--- config.mk ---
export PLATFORM = sky130hd
export DESIGN_NAME = hazard_control_unit
export DESIGN_NICKNAME = d
export VERILOG_FILES = /design/src/rtl/hazard_control_unit_pkg.sv /design/src/rtl/hazard_control_unit_sat_counter.sv /design/src/rtl/hazard_control_unit.sv
export SDC_FILE = /design/constraint.sdc
export NUM_CORES = 1
export LEC_CHECK = 0
export CORE_MARGIN = 2
export CORE_UTILIZATION = 50
export CTS_BUF_LIST = sky130_fd_sc_hd__clkbuf_8 sky130_fd_sc_hd__clkbuf_16
export DETAILED_ROUTE_END_ITERATION = 8
export PLACE_DENSITY = 0.82
export SLEW_MARGIN = 20
export SYNTH_ARGS = -nofsm -noshare
export SYNTH_HDL_FRONTEND = slang
export SYNTH_HIERARCHICAL = 1
export SYNTH_SLANG_ARGS = --single-unit
--- constraint.sdc ---
create_clock -name clk -period 3.58 [get_ports clk]
set_input_delay 0.358 -clock clk [delete_from_list [all_inputs] [get_ports clk]]
set_output_delay 0.358 -clock clk [all_outputs]
set_load 0.02 [all_outputs]
--- src/rtl/hazard_control_unit_pkg.sv ---
// Shared definitions for the hazard control unit.
//   - FSM state encoding (RUN/LOAD_STALL/MEM_WAIT/ERROR)
//   - default memory timeout
//   - pipeline-control bundle ordering and the fixed bundles for each decode case
package hazard_control_unit_pkg;

    localparam int unsigned MEM_TIMEOUT_DEFAULT = 16;

    typedef enum logic [1:0] {
        StRun       = 2'd0,
        StLoadStall = 2'd1,
        StMemWait   = 2'd2,
        StError     = 2'd3
    } hcu_state_e;

    // Bundle order, MSB first: enables, then flush/bubble controls.
    typedef struct packed {
        logic pc_write;
        logic ifid_write;
        logic idex_write;
        logic exmem_write;
        logic ifid_flush;
        logic idex_bubble;
        logic memwb_bubble;
    } pipe_ctrl_t;

    localparam pipe_ctrl_t CTRL_RESET    = pipe_ctrl_t'(7'b0000_111);
    localparam pipe_ctrl_t CTRL_FREEZE   = pipe_ctrl_t'(7'b0000_001);
    localparam pipe_ctrl_t CTRL_BRANCH   = pipe_ctrl_t'(7'b1111_110);
    localparam pipe_ctrl_t CTRL_LOAD_USE = pipe_ctrl_t'(7'b0011_010);
    localparam pipe_ctrl_t CTRL_RUN      = pipe_ctrl_t'(7'b1111_000);

endpackage

--- src/rtl/hazard_control_unit_sat_counter.sv ---
// Saturating up-counter used for the hazard unit's performance counters.
// Ports:
//   clk_i   - clock, rising edge
//   clear_i - synchronous clear, takes priority over inc_i
//   inc_i   - add one on this edge unless already all-ones
//   count_o - current count
module hazard_control_unit_sat_counter #(
    parameter int unsigned Width = 32
) (
    input  logic             clk_i,
    input  logic             clear_i,
    input  logic             inc_i,
    output logic [Width-1:0] count_o
);

    logic [Width-1:0] count_q;
    logic [Width-1:0] count_d;

    always_comb begin
        count_d = count_q;
        if (clear_i) begin
            count_d = '0;
        end else if (inc_i && !(&count_q)) begin
            count_d = count_q + 1'b1;
        end
    end

    always_ff @(posedge clk_i) begin
        count_q <= count_d;
    end

    assign count_o = count_q;

endmodule

--- src/rtl/hazard_control_unit.sv ---
// Stall/flush controller for the 5-stage pipeline. Resolves hazards that forwarding
// cannot: load-use dependencies, taken-branch wrong-path fetches and data-memory waits.
// Ports:
//   clk, reset (sync, active-high)
//   IFID_rs1/rs2, IFID_uses_rs1/rs2 - operands of the instruction in ID
//   IDEX_rd, IDEX_MemRead           - destination / load flag of the instruction in EX
//   branch_taken                    - EX resolved a taken branch this cycle
//   mem_req, dmem_ready             - MEM-stage data access handshake
//   pc_write..exmem_write           - stage register enables
//   ifid_flush, idex_bubble, memwb_bubble - squash controls
//   mem_error                       - sticky memory timeout flag
//   stall_cycles, flush_count       - saturating performance counters
//   state                           - FSM state for debug
module hazard_control_unit
    import hazard_control_unit_pkg::*;
#(
    parameter int unsigned MEM_TIMEOUT = MEM_TIMEOUT_DEFAULT,
    parameter int unsigned CNT_W       = 32
) (
    input  logic             clk,
    input  logic             reset,
    input  logic [4:0]       IFID_rs1,
    input  logic [4:0]       IFID_rs2,
    input  logic             IFID_uses_rs1,
    input  logic             IFID_uses_rs2,
    input  logic [4:0]       IDEX_rd,
    input  logic             IDEX_MemRead,
    input  logic             branch_taken,
    input  logic             mem_req,
    input  logic             dmem_ready,
    output logic             pc_write,
    output logic             ifid_write,
    output logic             idex_write,
    output logic             exmem_write,
    output logic             ifid_flush,
    output logic             idex_bubble,
    output logic             memwb_bubble,
    output logic             mem_error,
    output logic [CNT_W-1:0] stall_cycles,
    output logic [CNT_W-1:0] flush_count,
    output logic [1:0]       state
);

    localparam int unsigned WaitW = $clog2(MEM_TIMEOUT);

    hcu_state_e       state_q, state_d;
    logic [WaitW-1:0] wait_cnt_q, wait_cnt_d;

    logic       load_use_hit;
    logic       load_use;
    logic       freeze;
    logic       timeout;
    logic       stall_inc;
    logic       flush_inc;
    pipe_ctrl_t ctrl;

    always_comb begin
        load_use_hit = IDEX_MemRead && (IDEX_rd != 5'd0) &&
                       ((IFID_uses_rs1 && (IDEX_rd == IFID_rs1)) ||
                        (IFID_uses_rs2 && (IDEX_rd == IFID_rs2)));
        // The stalled instruction would re-match the same load; the bubble resolves it.
        load_use     = load_use_hit && (state_q != StLoadStall);
        freeze       = (mem_req && !dmem_ready) || (state_q == StError);
        timeout      = freeze && (wait_cnt_q == WaitW'(MEM_TIMEOUT - 1));
    end

    // Next state and wait counter
    always_comb begin
        state_d    = state_q;
        wait_cnt_d = freeze ? wait_cnt_q + 1'b1 : '0;
        if (timeout) begin
            wait_cnt_d = wait_cnt_q;
        end
        unique case (state_q)
            StRun: begin
                if (timeout) begin
                    state_d = StError;
                end else if (freeze) begin
                    state_d = StMemWait;
                end else if (load_use && !branch_taken) begin
                    state_d = StLoadStall;
                end else begin
                    state_d = StRun;
                end
            end
            StLoadStall, StMemWait: begin
                if (timeout) begin
                    state_d = StError;
                end else if (freeze) begin
                    state_d = StMemWait;
                end else begin
                    state_d = StRun;
                end
            end
            StError: state_d = StError;
            default: state_d = StRun;
        endcase
    end

    // Output decode: freeze > branch > load-use
    always_comb begin
        ctrl = CTRL_RUN;
        if (reset) begin
            ctrl = CTRL_RESET;
        end else if (freeze) begin
            ctrl = CTRL_FREEZE;
        end else if (branch_taken) begin
            ctrl = CTRL_BRANCH;
        end else if (load_use) begin
            ctrl = CTRL_LOAD_USE;
        end
    end

    assign pc_write     = ctrl.pc_write;
    assign ifid_write   = ctrl.ifid_write;
    assign idex_write   = ctrl.idex_write;
    assign exmem_write  = ctrl.exmem_write;
    assign ifid_flush   = ctrl.ifid_flush;
    assign idex_bubble  = ctrl.idex_bubble;
    assign memwb_bubble = ctrl.memwb_bubble;
    assign mem_error    = !reset && (state_q == StError);
    assign state        = state_q;

    assign stall_inc = !reset && (freeze || (load_use && !branch_taken));
    assign flush_inc = !reset && !freeze && branch_taken;

    always_ff @(posedge clk) begin
        if (reset) begin
            state_q    <= StRun;
            wait_cnt_q <= '0;
        end else begin
            state_q    <= state_d;
            wait_cnt_q <= wait_cnt_d;
        end
    end

    hazard_control_unit_sat_counter #(
        .Width (CNT_W)
    ) u_stall_cnt (
        .clk_i   (clk),
        .clear_i (reset),
        .inc_i   (stall_inc),
        .count_o (stall_cycles)
    );

    hazard_control_unit_sat_counter #(
        .Width (CNT_W)
    ) u_flush_cnt (
        .clk_i   (clk),
        .clear_i (reset),
        .inc_i   (flush_inc),
        .count_o (flush_count)
    );

endmodule

==> metrics.md, run 1 <==
| Metric | Value |
|---|---|
| Clock period minus worst slack | roughly 2900 ps |
| Critical path required time | around 3800 ps |
| Antenna violations before repair | 0 |
| Number of pins with negative max-slew slack in the final report | 0 |
| Top flip-flop cell by instance count after synthesis | dfxtp_1 |
| Hold-fix buffers, CTS | 0 |
| Clock transition at the register clock pins on the worst setup and hold paths after CTS | around 70 ps |
| Crit path depth | 10 |
| Cell-by-cell trace of the critical path | clkdlybuf4s50_1 > xnor2_1 > nand4_1 > o22a_1 > o31ai_1 > and4_4 > nand4_4 > a2111oi_4 > xnor2_1 > nor2_1 |
| Cell seen most often among critical-path stages | xnor2_1 |
| Diodes inserted | 0 |
| Setup bufs post-CTS | 0 |
| Core occupancy in the finished layout | around 67% |
| Final Instance Count excl. Fillers | 650 |
| Setup CP Type | in -> reg |
| Compound-cell area share of the yosys netlist | approximately a fifth |
| Post-route antenna net violation count | 0 |
| CTS Root Buffer Type | clkbuf_8 |
| Maximum fanout along the worst path | 8 |
| Share of post-route cells with drive strength above 1 | under 10% |
| Total clock sinks | 70 |
| Die width | about 93 um |
| Outcome | complete, no violations |
| Net Count, Synth | 480 |
| Number of flops mapped to enable cells by yosys | 0 |
| Number of warning messages in the yosys log | 6 |
| Die H | slightly above 90 um |
| Source-to-sink clock delay at the later pin of the worst-skew pair | 350 ps |
| Measured slew at the worst slew-check pin | approximately 700 ps |
| GRT Resource Usage Total | a little under a quarter |
| P&R area growth vs syn | 29.6% |
| Core Box Area | 7730 sq um |
| DR iter-0 viols | 200 |
| Mux contribution to synthesized area | less than 1% |
| CP peak stage delay | between 500 and 600 ps |
| Ratio of total power to cell area | 280 nW/um^2 |
| Category of the worst setup path launch point | input port |
| Final Total Pwr | 0.00145 W |
| H-tree lvl count | 3 |
| Number of cells upsized or downsized after cts | 0 |
| Final Net Count | around 570 |
| # DRC | 0 |
| Post-synthesis share of cell area spent on xor and xnor gates | under 10% |
| Post-DR wirelength/cell | around 15 um |
| Maxcap violations | 0 |
| HPWL after detailed placement | 7050 um |
| Number of optimization iterations in the first detailed-route pass | 4 |
| Crit share post-route | approximately four fifths |
| Most area-consuming cells after synthesis | dfxtp_1 (35%), xnor2_1 (6.4%), a21oi_1 (5.1%), or3_1 (5.0%), nor2_1 (3.1%) |
| Top cell type's share of synthesized area | 35.2% |
| Cell class contributing the biggest share of worst-path delay | compound AO/OA/AOI/OAI gates |
| Library cell with the largest summed area after synthesis | dfxtp_1 |
| Final RePlAce weighted congestion | ~0.86 |
| Final setup TNS | 0 ps |
| Count of input and output buffers | 96 |
| Critical path's slowest cell | clkdlybuf4s50_1 |
| Number of global-route vias before repair | 3438 |
| FF+latch count, synth | 70 |
| Syn Std Cell Area | approximately 4000 sq um |
| Share of synthesized cell area in full adder, half adder and majority cells | 1.88% |
| Total placed cells including tap cells | approximately 640 |
| Maximum clock frequency | 0.349 GHz |
| Remaining global-route overflow | 0 |
| Final instance area | around 5200 sq um |
| Hold-critical path depth | 4 |
| TritonCTS clock tree | done |
| Headroom to the max-slew limit | between 50% and 60% |
| Starting Density | 51.6% |
| Average footprint of a synthesized cell | 8.84 sq um |
| Worst VDD drop | 183 uV |
| Number of top-level pins | between 90 and 100 |
| Detail-routed via count per cell | a little under 6 |
| Count of final hold-check violations | 0 |
| Number of library cell types mapped by synthesis | 50 |
| Via count | roughly 3800 |
| Buffers from clock root to sink, at most | 2 |
| Fraction of registers with async set/reset | 0% |
| Maximum number of pins on one net before global-route repair | 67 |
| Dominant combinational cell family by area after synthesis | simple AND/OR/NAND/NOR gates |
| Worst reg2reg path depth | 11 |
| Cells after Synth | roughly 450 |
| Hold/Removal Path Class | in -> reg |
| Final wirelength | approximately 9700 um |
| Type of destination of the critical path | flip-flop |
| Simple logic cell fraction of the synthesized area | between 30% and 40% |
| Proportion of synthesized chip area in sequential cells | a little over a third |
| Worst clock skew | between 7 and 8 ps |
| Most repeated cell in the gate-level netlist after synthesis | dfxtp_1 |
| CP Buf/Inv Count | 1 |
| Number of CTS-inserted buffers | 9 |
| Global-route wire length before repair | between 15000 and 20000 um |
| Placement Cell Area | roughly 5000 sq um |
| Leakage dissipation | ~1.7 nW |
| Data arrival time of the critical path | about 3100 ps |
| Number of rows created at floorplan | 32 |
| Layout filler cell count | approximately 600 |
| Top cell types by occurrence after synthesis | dfxtp_1 (70), a21oi_1 (41), nor2_1 (33) |
| RSZ-0062 raised after global routing | no |
| Final setup viols | 0 |
| Overall die area | slightly below 9000 sq um |
-- area by class of cell --
cell class	count	area, sq um	area share (%)
multi-input combinational	348	2420	46.9
sequential	70	1400	27.1
timing repair buffer	102	1000	19.4
clock buffer	11	151	2.93
tap	102	128	2.47
inverter	13	48.8	0.944
clock inverter	4	16.3	0.315
-- routing by layer --
layer | vias up | part of all wire [%] | GRT usage [%]
li1 | 1864 | - | -
met1 | 1776 | 44 | 27.5
met2 | 100 | 48 | 37.4
met3 | 18 | 6.0 | 7.01
met4 | 0 | 1.9 | 9.31
met5 | - | 0 | 0
-- report_power, final --
group | switching [W] | internal [W] | total (W)
Sequential | 0.00000404 | 0.000782 | 0.000786
Clock | 0.000279 | 0.000277 | 0.000556
Combinational | 0.0000534 | 0.0000530 | 0.000106
Total | 0.000337 | 0.00111 | 0.00145
-- metrics by stage --
| step | hold slack, ps | setup slack, ps |
|---|---|---|
| floorplan | 427 | 604 |
| global placement | 474 | 461 |
| detailed placement | 489 | 347 |
| CTS | 323 | 727 |
| global route | 368 | 519 |
| finish | 335 | 713 |
-- registers in the layout (all words and copies together) (netlist names) --
| name | count |
|---|---|
| state | 2 |
| wait_cnt_q | 4 |
| u_stall_cnt/count_o | 32 |
| u_flush_cnt/count_o | 32 |
-- worst paths after layout --
path	startpoint	endpoint	slack, ps
setup / recovery	IDEX_rd[4]	u_stall_cnt/count_o[26]$_SDFFE_PP0P_	710
hold / removal	reset	state[0]$_SDFF_PP0_	330
setup reg to reg	state[1]$_SDFF_PP0_	u_stall_cnt/count_o[26]$_SDFFE_PP0P_	780
hold reg to reg	u_stall_cnt/count_o[15]$_SDFFE_PP0P_	u_stall_cnt/count_o[15]$_SDFFE_PP0P_	500
-- cells by family (layout without fill, tap and decap cells) --
| group | after synthesis | after routing |
|---|---|---|
| flops | 70 | 70 |
| mux | 2 | 2 |
| simple gates | 193 | 193 |
| compound gates | 110 | 110 |
| xor+xnor | 37 | 37 |
| fa+ha+maj | 6 | 6 |
| buf+inv | 33 | 130 |
-- worst register-to-register path, cell delays in order (launching register included) --
cell and delay (ps):
dfxtp_1 350, inv_1 60, ha_1 160, nand2b_1 130
a21oi_1 230, inv_1 110, o31ai_1 480, and4_4 350
nand4_4 200, a2111oi_4 400, xnor2_1 160, nor2_1 50
-- cells in the final DEF, fill, tap and decap left out, types with 4 or more instances in the layout --
cell / instances
inv_1: 16
buf_4: 6
nand3_1: 22
nor3_1: 7
xor2_1: 8
o21ai_1: 21
nand4_4: 4
o21ai_0: 12
ha_1: 6
or4_1: 4
xnor2_1: 29
clkbuf_8: 11
clkdlybuf4s50_1: 95
and2_1: 6
nand4_1: 12
dfxtp_1: 70
or3_1: 32
nor2_1: 33
a21oi_1: 41
and4_1: 14
nand2_1: 27
and3_1: 9
nor4b_2: 4
o31ai_1: 9
a211oi_1: 6
(Power assumes the default switching activity.)
==> run 2, diff against run 1 <==
==> constraint.sdc (replaced) <==
create_clock -name clk -period 3 [get_ports clk]
set_input_delay 0.3 -clock clk [delete_from_list [all_inputs] [get_ports clk]]
set_output_delay 0.3 -clock clk [all_outputs]
set_load 0.02 [all_outputs]
==> run 2 against run 1 <==
  * Clock skew decreased by 0.54 ps
  * Combinational power increased by 23%
  * Utilization increased by 1.1 points
  * Total power increased by 29%
  * Routed wire length increased by 2.5%
  * First-iteration DRC count decreased by 45%
  * Critical path depth decreased by 5
  * Non-clock buffer count increased by 7
==> metrics.md, run 2 (synthesized netlist as in run 1, its figures left out) <==
| Metric | Value |
|---|---|
| Number of cells upsized or downsized after cts | 0 (unchanged) |
| Timing startpoint of the critical path | state[0]$_SDFF_PP0_ |
| Most common library cell in the layout ignoring fill and taps | clkdlybuf4s50_1 |
| Die width | 93.3 um (unchanged) |
| Hold/Removal Path Class | in -> reg |
| Setup bufs post-CTS | 0 (unchanged) |
| Clock period minus worst slack | around 2700 ps |
| Number of CTS-inserted buffers | 9 (unchanged) |
| Hold path startpoint | reset |
| P&R area growth vs syn | 31.9% |
| Starting Density | 51.6% (unchanged) |
| Post-route antenna net violation count | 0 (unchanged) |
| Ratio of total power to cell area | 355 nW/um^2 (+27%) |
| CP peak stage delay | 710 ps (+160 ps) |
| HPWL after detailed placement | 7130 um (+1.0%) |
| Share of post-route cells with drive strength above 1 | 11.2% (+1.7 points) |
| Antenna violations before repair | 0 (unchanged) |
| Total placed cells including tap cells | 642 (+1.1%) |
| Maximum fanout along the worst path | 6 (-2) |
| Clock transition at the register clock pins on the worst setup and hold paths after CTS | 80 ps (about the same) |
| Core Box Area | 7730 sq um (unchanged) |
| Critical path required time | 2700 ps (-1090 ps) |
| Data arrival time of the critical path | 2380 ps (-700 ps) |
| Maximum clock frequency | 0.373 GHz |
| H-tree lvl count | 3 (unchanged) |
| Worst reg2reg path depth | 12 (+1) |
| TritonCTS clock tree | done |
| Count of final hold-check violations | 0 (unchanged) |
| Number of optimization iterations in the first detailed-route pass | 4 (unchanged) |
| Final setup viols | 0 (unchanged) |
| Cell-by-cell trace of the critical path | ha_1 > nor2_1 > nand2_1 > a31oi_1 > clkdlybuf4s50_1 |
| Headroom to the max-slew limit | 33.5% (-19 points) |
| Detail-routed via count per cell | 5.75 (-0.58%) |
| Number of rows created at floorplan | 32 (unchanged) |
| Worst slack at placement | -31.8 ps (-379 ps) |
| Number of global-route vias before repair | 3581 (+4.2%) |
| Type of destination of the critical path | output port |
| PnR worst setup slack | 316 ps (-396 ps) |
| Maximum number of pins on one net before global-route repair | 67 (unchanged) |
| Hold-critical path depth | 4 (unchanged) |
| Number of top-level pins | 97 (unchanged) |
| Final Net Count | 580 (+1.2%) |
| Final Instance Count excl. Fillers | 658 (+1.2%) |
| CTS Root Buffer Type | clkbuf_8 |
| Worst clock skew | 7.40 ps (-0.541 ps) |
| Leakage dissipation | 1.71 nW (+2.0%) |
| Number of pins with negative max-slew slack in the final report | 0 (unchanged) |
| Maxcap violations | 0 (unchanged) |
| Post-DR wirelength/cell | 15.1 um (+1.3%) |
| Global-route wire length before repair | 16400 um (+3.6%) |
| Hold-fix buffers, CTS | 0 (unchanged) |
| Diodes inserted | 0 (unchanged) |
| # DRC | 0 (unchanged) |
| Crit share post-route | about nine tenths |
| RSZ-0062 raised after global routing | no |
| DR iter-0 viols | 110 (-45%) |
| Via count | 3782 (+0.64%) |
| Count of input and output buffers | 96 (unchanged) |
| Outcome | complete, no violations |
| Measured slew at the worst slew-check pin | 988 ps (+285 ps) |
| Category of the worst setup path launch point | flip-flop |
| Die H | 93.3 um (unchanged) |
| Source-to-sink clock delay at the later pin of the worst-skew pair | 350 ps (about the same) |
| Worst R2R Start | state[1]$_SDFF_PP0_ |
| GRT Resource Usage Total | 23.2% (+0.49 points) |
| Remaining global-route overflow | 0 (unchanged) |
| Overall die area | 8700 sq um (unchanged) |
| Critical path's slowest cell | clkdlybuf4s50_1 |
| Layout filler cell count | 619 (+0.49%) |
| Buffers from clock root to sink, at most | 2 (unchanged) |
| Most frequent cells in the layout | clkdlybuf4s50_1 (95), dfxtp_1 (70), a21oi_1 (41), nor2_1 (33), or3_1 (32) |
| Final wirelength | 9950 um (+2.5%) |
| Total clock sinks | 70 (unchanged) |
| Setup CP Type | reg -> out |
| Smallest hold slack | 276 ps (-59.0 ps) |
| Final RePlAce weighted congestion | 0.847 (-1.6%) |
| Worst VDD drop | 217 uV (+19%) |
[run 2: cell type report]
| type | instances | area (sq um) | area share [%] |
|---|---|---|---|
| Inverter | 13 | 48.8 | 0.928 |
| Clock buffer | 11 | 151 | 2.88 |
| Timing Repair Buffer | 109 | 1050 | 20.0 |
| Sequential cell | 70 | 1400 | 26.7 |
| Clock inverter | 5 | 57.6 | 1.09 |
| Tap cell | 102 | 128 | 2.43 |
| Multi-Input combinational cell | 348 | 2420 | 46.0 |
[run 2: path summary, 6_finish.rpt]
kind,to,slack [ps]
min,state[0]$_SDFF_PP0_,280
max reg2reg,u_stall_cnt/count_o[26]$_SDFFE_PP0P_,320
min reg2reg,u_flush_cnt/count_o[15]$_SDFFE_PP0P_,510
max,pc_write,320
[run 2: report_power, final]
part / internal, W / total, W / switching (W)
sequential: 0.000932 / 0.000937 / 0.00000498
combinational: 0.0000640 / 0.000130 / 0.0000662
clock: 0.000428 / 0.000799 / 0.000371
total: 0.00142 / 0.00187 / 0.000443
[run 2: layer usage]
metal	share of wire (%)	vias to the layer above	track usage [%]
li1	-	1872	-
met4	1.9	0	10.0
met3	5.3	20	4.92
met1	45	1783	28.3
met5	0	-	0
met2	48	107	39.3
[run 2: critical path: cells and delay by family (launching register included)]
kind	cells	cell delay [ps]
simple gates	2	420
flops	1	340
fa+ha+maj	1	280
compound gates	1	280
buf+inv	1	710
[run 2: stage by stage]
stage	utilization (%)	area, sq um	total power, W	TNS (ps)
after global placement	65.3	5050	0.00109	0
after detailed placement	65.3	5050	0.00109	-35.5
after floorplan	-	3990	0.00102	0
after CTS	68.0	5260	0.00188	0
after global routing	68.0	5260	0.00193	0
final	68.0	5260	0.00187	0
==> run 3, diff against run 2 <==
--- a/config.mk
+++ b/config.mk
@@ -6,12 +6,12 @@
 export NUM_CORES = 1
 export LEC_CHECK = 0
 export CORE_MARGIN = 2
-export CORE_UTILIZATION = 50
+export CORE_UTILIZATION = 49
 export CTS_BUF_LIST = sky130_fd_sc_hd__clkbuf_8 sky130_fd_sc_hd__clkbuf_16
 export DETAILED_ROUTE_END_ITERATION = 8
-export PLACE_DENSITY = 0.82
+export PLACE_DENSITY = 0.81
+export SKIP_LAST_GASP = 1
 export SLEW_MARGIN = 20
 export SYNTH_ARGS = -nofsm -noshare
 export SYNTH_HDL_FRONTEND = slang
-export SYNTH_HIERARCHICAL = 1
 export SYNTH_SLANG_ARGS = --single-unit
==> run 3 against run 2 <==
  * Utilization is 0.42 points lower
  * Largest cell class unchanged
  * Critical path type is now in -> out
  * Clock power is 2.8% lower
  * Critical path depth is 2 higher
  * Highest routed layer unchanged
  * Via count is 1.9% lower
  * Sequential cell count stayed put
  * Global-route usage is 0.18 points higher
  * Largest power group unchanged
  * Die area is 4.1% lower
  * Routed wire length is 3.5% lower
==> metrics.md, run 3 <==
| Metric | Value |
|---|---|
| Global-route wire length before repair | 16500 um (about the same) |
| Clock period minus worst slack | 2800 ps (+116 ps) |
| Leakage dissipation | 1.62 nW (-5.4%) |
| Via count | 3710 (-1.9%) |
| Top cell types by occurrence after synthesis | dfxtp_1 (70), nor2_1 (38), nand2_1 (32) |
| Core occupancy in the finished layout | 67.6% (-0.42 points) |
| Number of top-level pins | 97 (unchanged) |
| Maximum clock frequency | 0.357 GHz (-4.1%) |
| Maximum fanout along the worst path | 3 (-3) |
| Layout filler cell count | 585 (-5.5%) |
| Syn Std Cell Area | 3740 sq um (-6.2%) |
| Worst reg2reg path depth | 7 (-5) |
| RSZ-0062 raised after global routing | no |
| CP peak stage delay | 590 ps (-120 ps) |
| Die H | 91.4 um (-2.1%) |
| Antenna violations before repair | 0 (unchanged) |
| Type of destination of the critical path | output port |
| Cell seen most often among critical-path stages | clkdlybuf4s50_1 |
| Hold/Removal Path Class | in -> reg |
| Final setup viols | 0 (unchanged) |
| Overall die area | 8350 sq um (-4.1%) |
| Placement Cell Area | 4750 sq um (-5.8%) |
| TritonCTS clock tree | done |
| Number of rows created at floorplan | 31 (-3.1%) |
| P&R area growth vs syn | 32.5% |
| Most area-consuming cells after synthesis | dfxtp_1 (37%), xnor2_1 (4.4%), nand4_1 (4.2%), nor2_1 (3.8%), nand2_1 (3.2%) |
| Proportion of synthesized chip area in sequential cells | 37.5% (+2.3 points) |
| Worst clock skew | 8.77 ps (+1.37 ps) |
| Share of post-route cells with drive strength above 1 | 6.34% (-4.8 points) |
| FF+latch count, synth | 70 (unchanged) |
| Number of warning messages in the yosys log | 0 (-6) |
| Setup CP Type | in -> out |
| Starting Density | 51.0% (-0.57 points) |
| Maxcap violations | 0 (unchanged) |
| Category of the worst setup path launch point | input port |
| Hold-fix buffers, CTS | 0 (unchanged) |
| Flip-flop and latch area | 1400 sq um (unchanged) |
| Ratio of total power to cell area | 380 nW/um^2 (+6.9%) |
| GRT Resource Usage Total | 23.4% (+0.18 points) |
| Die width | 91.4 um (-2.1%) |
| Most repeated cell in the gate-level netlist after synthesis | dfxtp_1 |
| Worst R2R Start | u_stall_cnt.count_o[0]$_SDFFE_PP0P_ |
| Critical path required time | 2700 ps (about the same) |
| Buffers from clock root to sink, at most | 2 (unchanged) |
| Cell-by-cell trace of the critical path | clkdlybuf4s50_1 > xor2_1 > nor4_1 > a32oi_1 > nor3_1 > a21o_1 > clkdlybuf4s50_1 |
| Final instance area | 4960 sq um (-5.7%) |
| Outcome | complete, no violations |
| Worst VDD drop | 209 uV (-3.7%) |
| Destination of the worst hold path | u_stall_cnt.count_o[10]$_SDFFE_PP0P_ |
| Most frequent cells in the layout | clkdlybuf4s50_1 (95), dfxtp_1 (70), nor2_1 (38), nand2_1 (32), nand4_1 (25) |
| Number of global-route vias before repair | 3602 (+0.59%) |
| Number of pins with negative max-slew slack in the final report | 0 (unchanged) |
| Number of CTS-inserted buffers | 9 (unchanged) |
| Worst reg2reg endpoint | u_stall_cnt.count_o[23]$_SDFFE_PP0P_ |
| HPWL after detailed placement | 6710 um (-5.8%) |
| Number of cells upsized or downsized after cts | 0 (unchanged) |
| Average footprint of a synthesized cell | 8.50 sq um (-3.8%) |
| Detail-routed via count per cell | 5.84 (+1.6%) |
| PnR worst setup slack | 200 ps (-116 ps) |
| Source-to-sink clock delay at the later pin of the worst-skew pair | 340 ps (about the same) |
| Count of final hold-check violations | 0 (unchanged) |
| Maximum number of pins on one net before global-route repair | 31 (-54%) |
| Post-DR wirelength/cell | 15.1 um (about the same) |
| Multi-input gate area in the final layout | 2150 sq um (-11%) |
| H-tree lvl count | 3 (unchanged) |
| # DRC | 0 (unchanged) |
| Critical path's slowest cell | clkdlybuf4s50_1 |
| Count of input and output buffers | 96 (unchanged) |
| Hold path startpoint | reset |
| Cells after Synth | 440 (-2.4%) |
| Final Net Count | 560 (-3.4%) |
| Hold-critical path depth | 3 (-1) |
| Final wirelength | 9600 um (-3.5%) |
| Final setup TNS | 0 ps (unchanged) |
| Setup bufs post-CTS | 0 (unchanged) |
| Post-route antenna net violation count | 0 (unchanged) |
| Clock transition at the register clock pins on the worst setup and hold paths after CTS | 70 ps (about the same) |
| Remaining global-route overflow | 0 (unchanged) |
| Diodes inserted | 0 (unchanged) |
| Number of library cell types mapped by synthesis | 53 (+6.0%) |
| Total clock sinks | 70 (unchanged) |
| Number of optimization iterations in the first detailed-route pass | 4 (unchanged) |
| Headroom to the max-slew limit | 34.8% (+1.2 points) |
| DR iter-0 viols | 192 (+75%) |
| CTS Root Buffer Type | clkbuf_8 |
| Number of flops mapped to enable cells by yosys | 0 (unchanged) |
| Core Box Area | 7330 sq um (-5.1%) |
| Top cell type's share of synthesized area | 37.5% (+2.3 points) |
| Worst slack at placement | 165 ps (+197 ps) |
| Library cell with the largest summed area after synthesis | dfxtp_1 |
| Slack of the worst reg-to-reg path | 460 ps (+140 ps) |
| Measured slew at the worst slew-check pin | 974 ps (-14.4 ps) |
| Data arrival time of the critical path | 2500 ps (+120 ps) |
| Top flip-flop cell by instance count after synthesis | dfxtp_1 |
| Net Count, Synth | 469 (-2.3%) |
| Crit share post-route | 93.3% (+3.9 points) |
| Most common library cell in the layout ignoring fill and taps | clkdlybuf4s50_1 |
| Final RePlAce weighted congestion | 0.850 (+0.35%) |
| Fraction of registers with async set/reset | 0% (unchanged) |
==> run 3: cell count changes after synthesis, sizes merged, moves of 6 or more <==
| cell | previous run | this run |
|---|---|---|
| a21oi | 41 | 23 |
| and3 | 9 | 3 |
| and4 | 18 | 6 |
| nand4 | 18 | 26 |
| nor3 | 7 | 16 |
| nor4 | 0 | 15 |
| o211ai | 0 | 8 |
| o21ai | 33 | 20 |
| o41ai | 1 | 7 |
| or3 | 32 | 19 |
| xnor2 | 29 | 19 |
==> run 3: layout make-up <==
class                   instances  area share, %
multi-input cells             334           43.4
clock inverters                 5           1.01
inverters                      11          0.833
flip-flops and latches         70           28.3
repair buffers                105           20.9
clock buffers                  11           3.05
well taps                      99           2.50
==> run 3: kinds of logic after synthesis <==
logic type	after synthesis	synth area share (%)
buffers and inverters	36	4.98
multiplexers	9	2.51
adder cells (fa/ha/maj)	6	2.01
AO/OA/AOI/OAI	90	16.7
XOR/XNOR	29	6.79
AND/OR/NAND/NOR	200	29.5
flip-flops	70	37.5
==> run 3: worst max-delay path: cells and delay by family <==
kind	cells	cell delay (ps)
compound gates	2	360
xor+xnor	1	200
buf+inv	2	1080
simple gates	2	550
==> run 3: where the power goes <==
group / leakage (nW) / total, W / switching [W] / internal (W)
clock: 0.108 / 0.000777 / 0.000354 / 0.000423
sequential: 0.564 / 0.000939 / 0.00000612 / 0.000933
combinational: 0.944 / 0.000166 / 0.0000928 / 0.0000729
==> run 3: metal layers <==
metal | vias to the layer above | GRT usage (%) | part of all wire [%]
met1 | 1749 | 30.9 | 46
met5 | - | 0 | 0
met2 | 121 | 39.0 | 48
li1 | 1829 | - | -
met3 | 11 | 3.73 | 4.2
met4 | 0 | 7.58 | 1.1
==> run 3: per-stage QoR <==
stage	cells	power [W]	hold slack, ps
3_5_place_dp	619	0.00113	489
4_1_cts	635	0.00189	397
5_1_grt	635	0.00195	434
6_report	635	0.00188	405
3_3_place_gp	619	0.00112	484
2_1_floorplan	440	0.00105	466
==> run 3: worst max path at each step <==
stage	to	cells after the start	startpoint	slack, ps
2_1_floorplan	u_stall_cnt.count_o[21]$_SDFFE_PP0P_	8	state[1]$_SDFF_PP0_	750
5_1_grt	idex_bubble	7	IDEX_rd[3]	80
3_5_place_dp	u_stall_cnt.count_o[15]$_SDFFE_PP0P_	8	IDEX_rd[3]	170
6_report	idex_bubble	7	IDEX_rd[3]	200
3_3_place_gp	idex_bubble	7	IDEX_rd[3]	310
4_1_cts	idex_bubble	7	IDEX_rd[3]	180
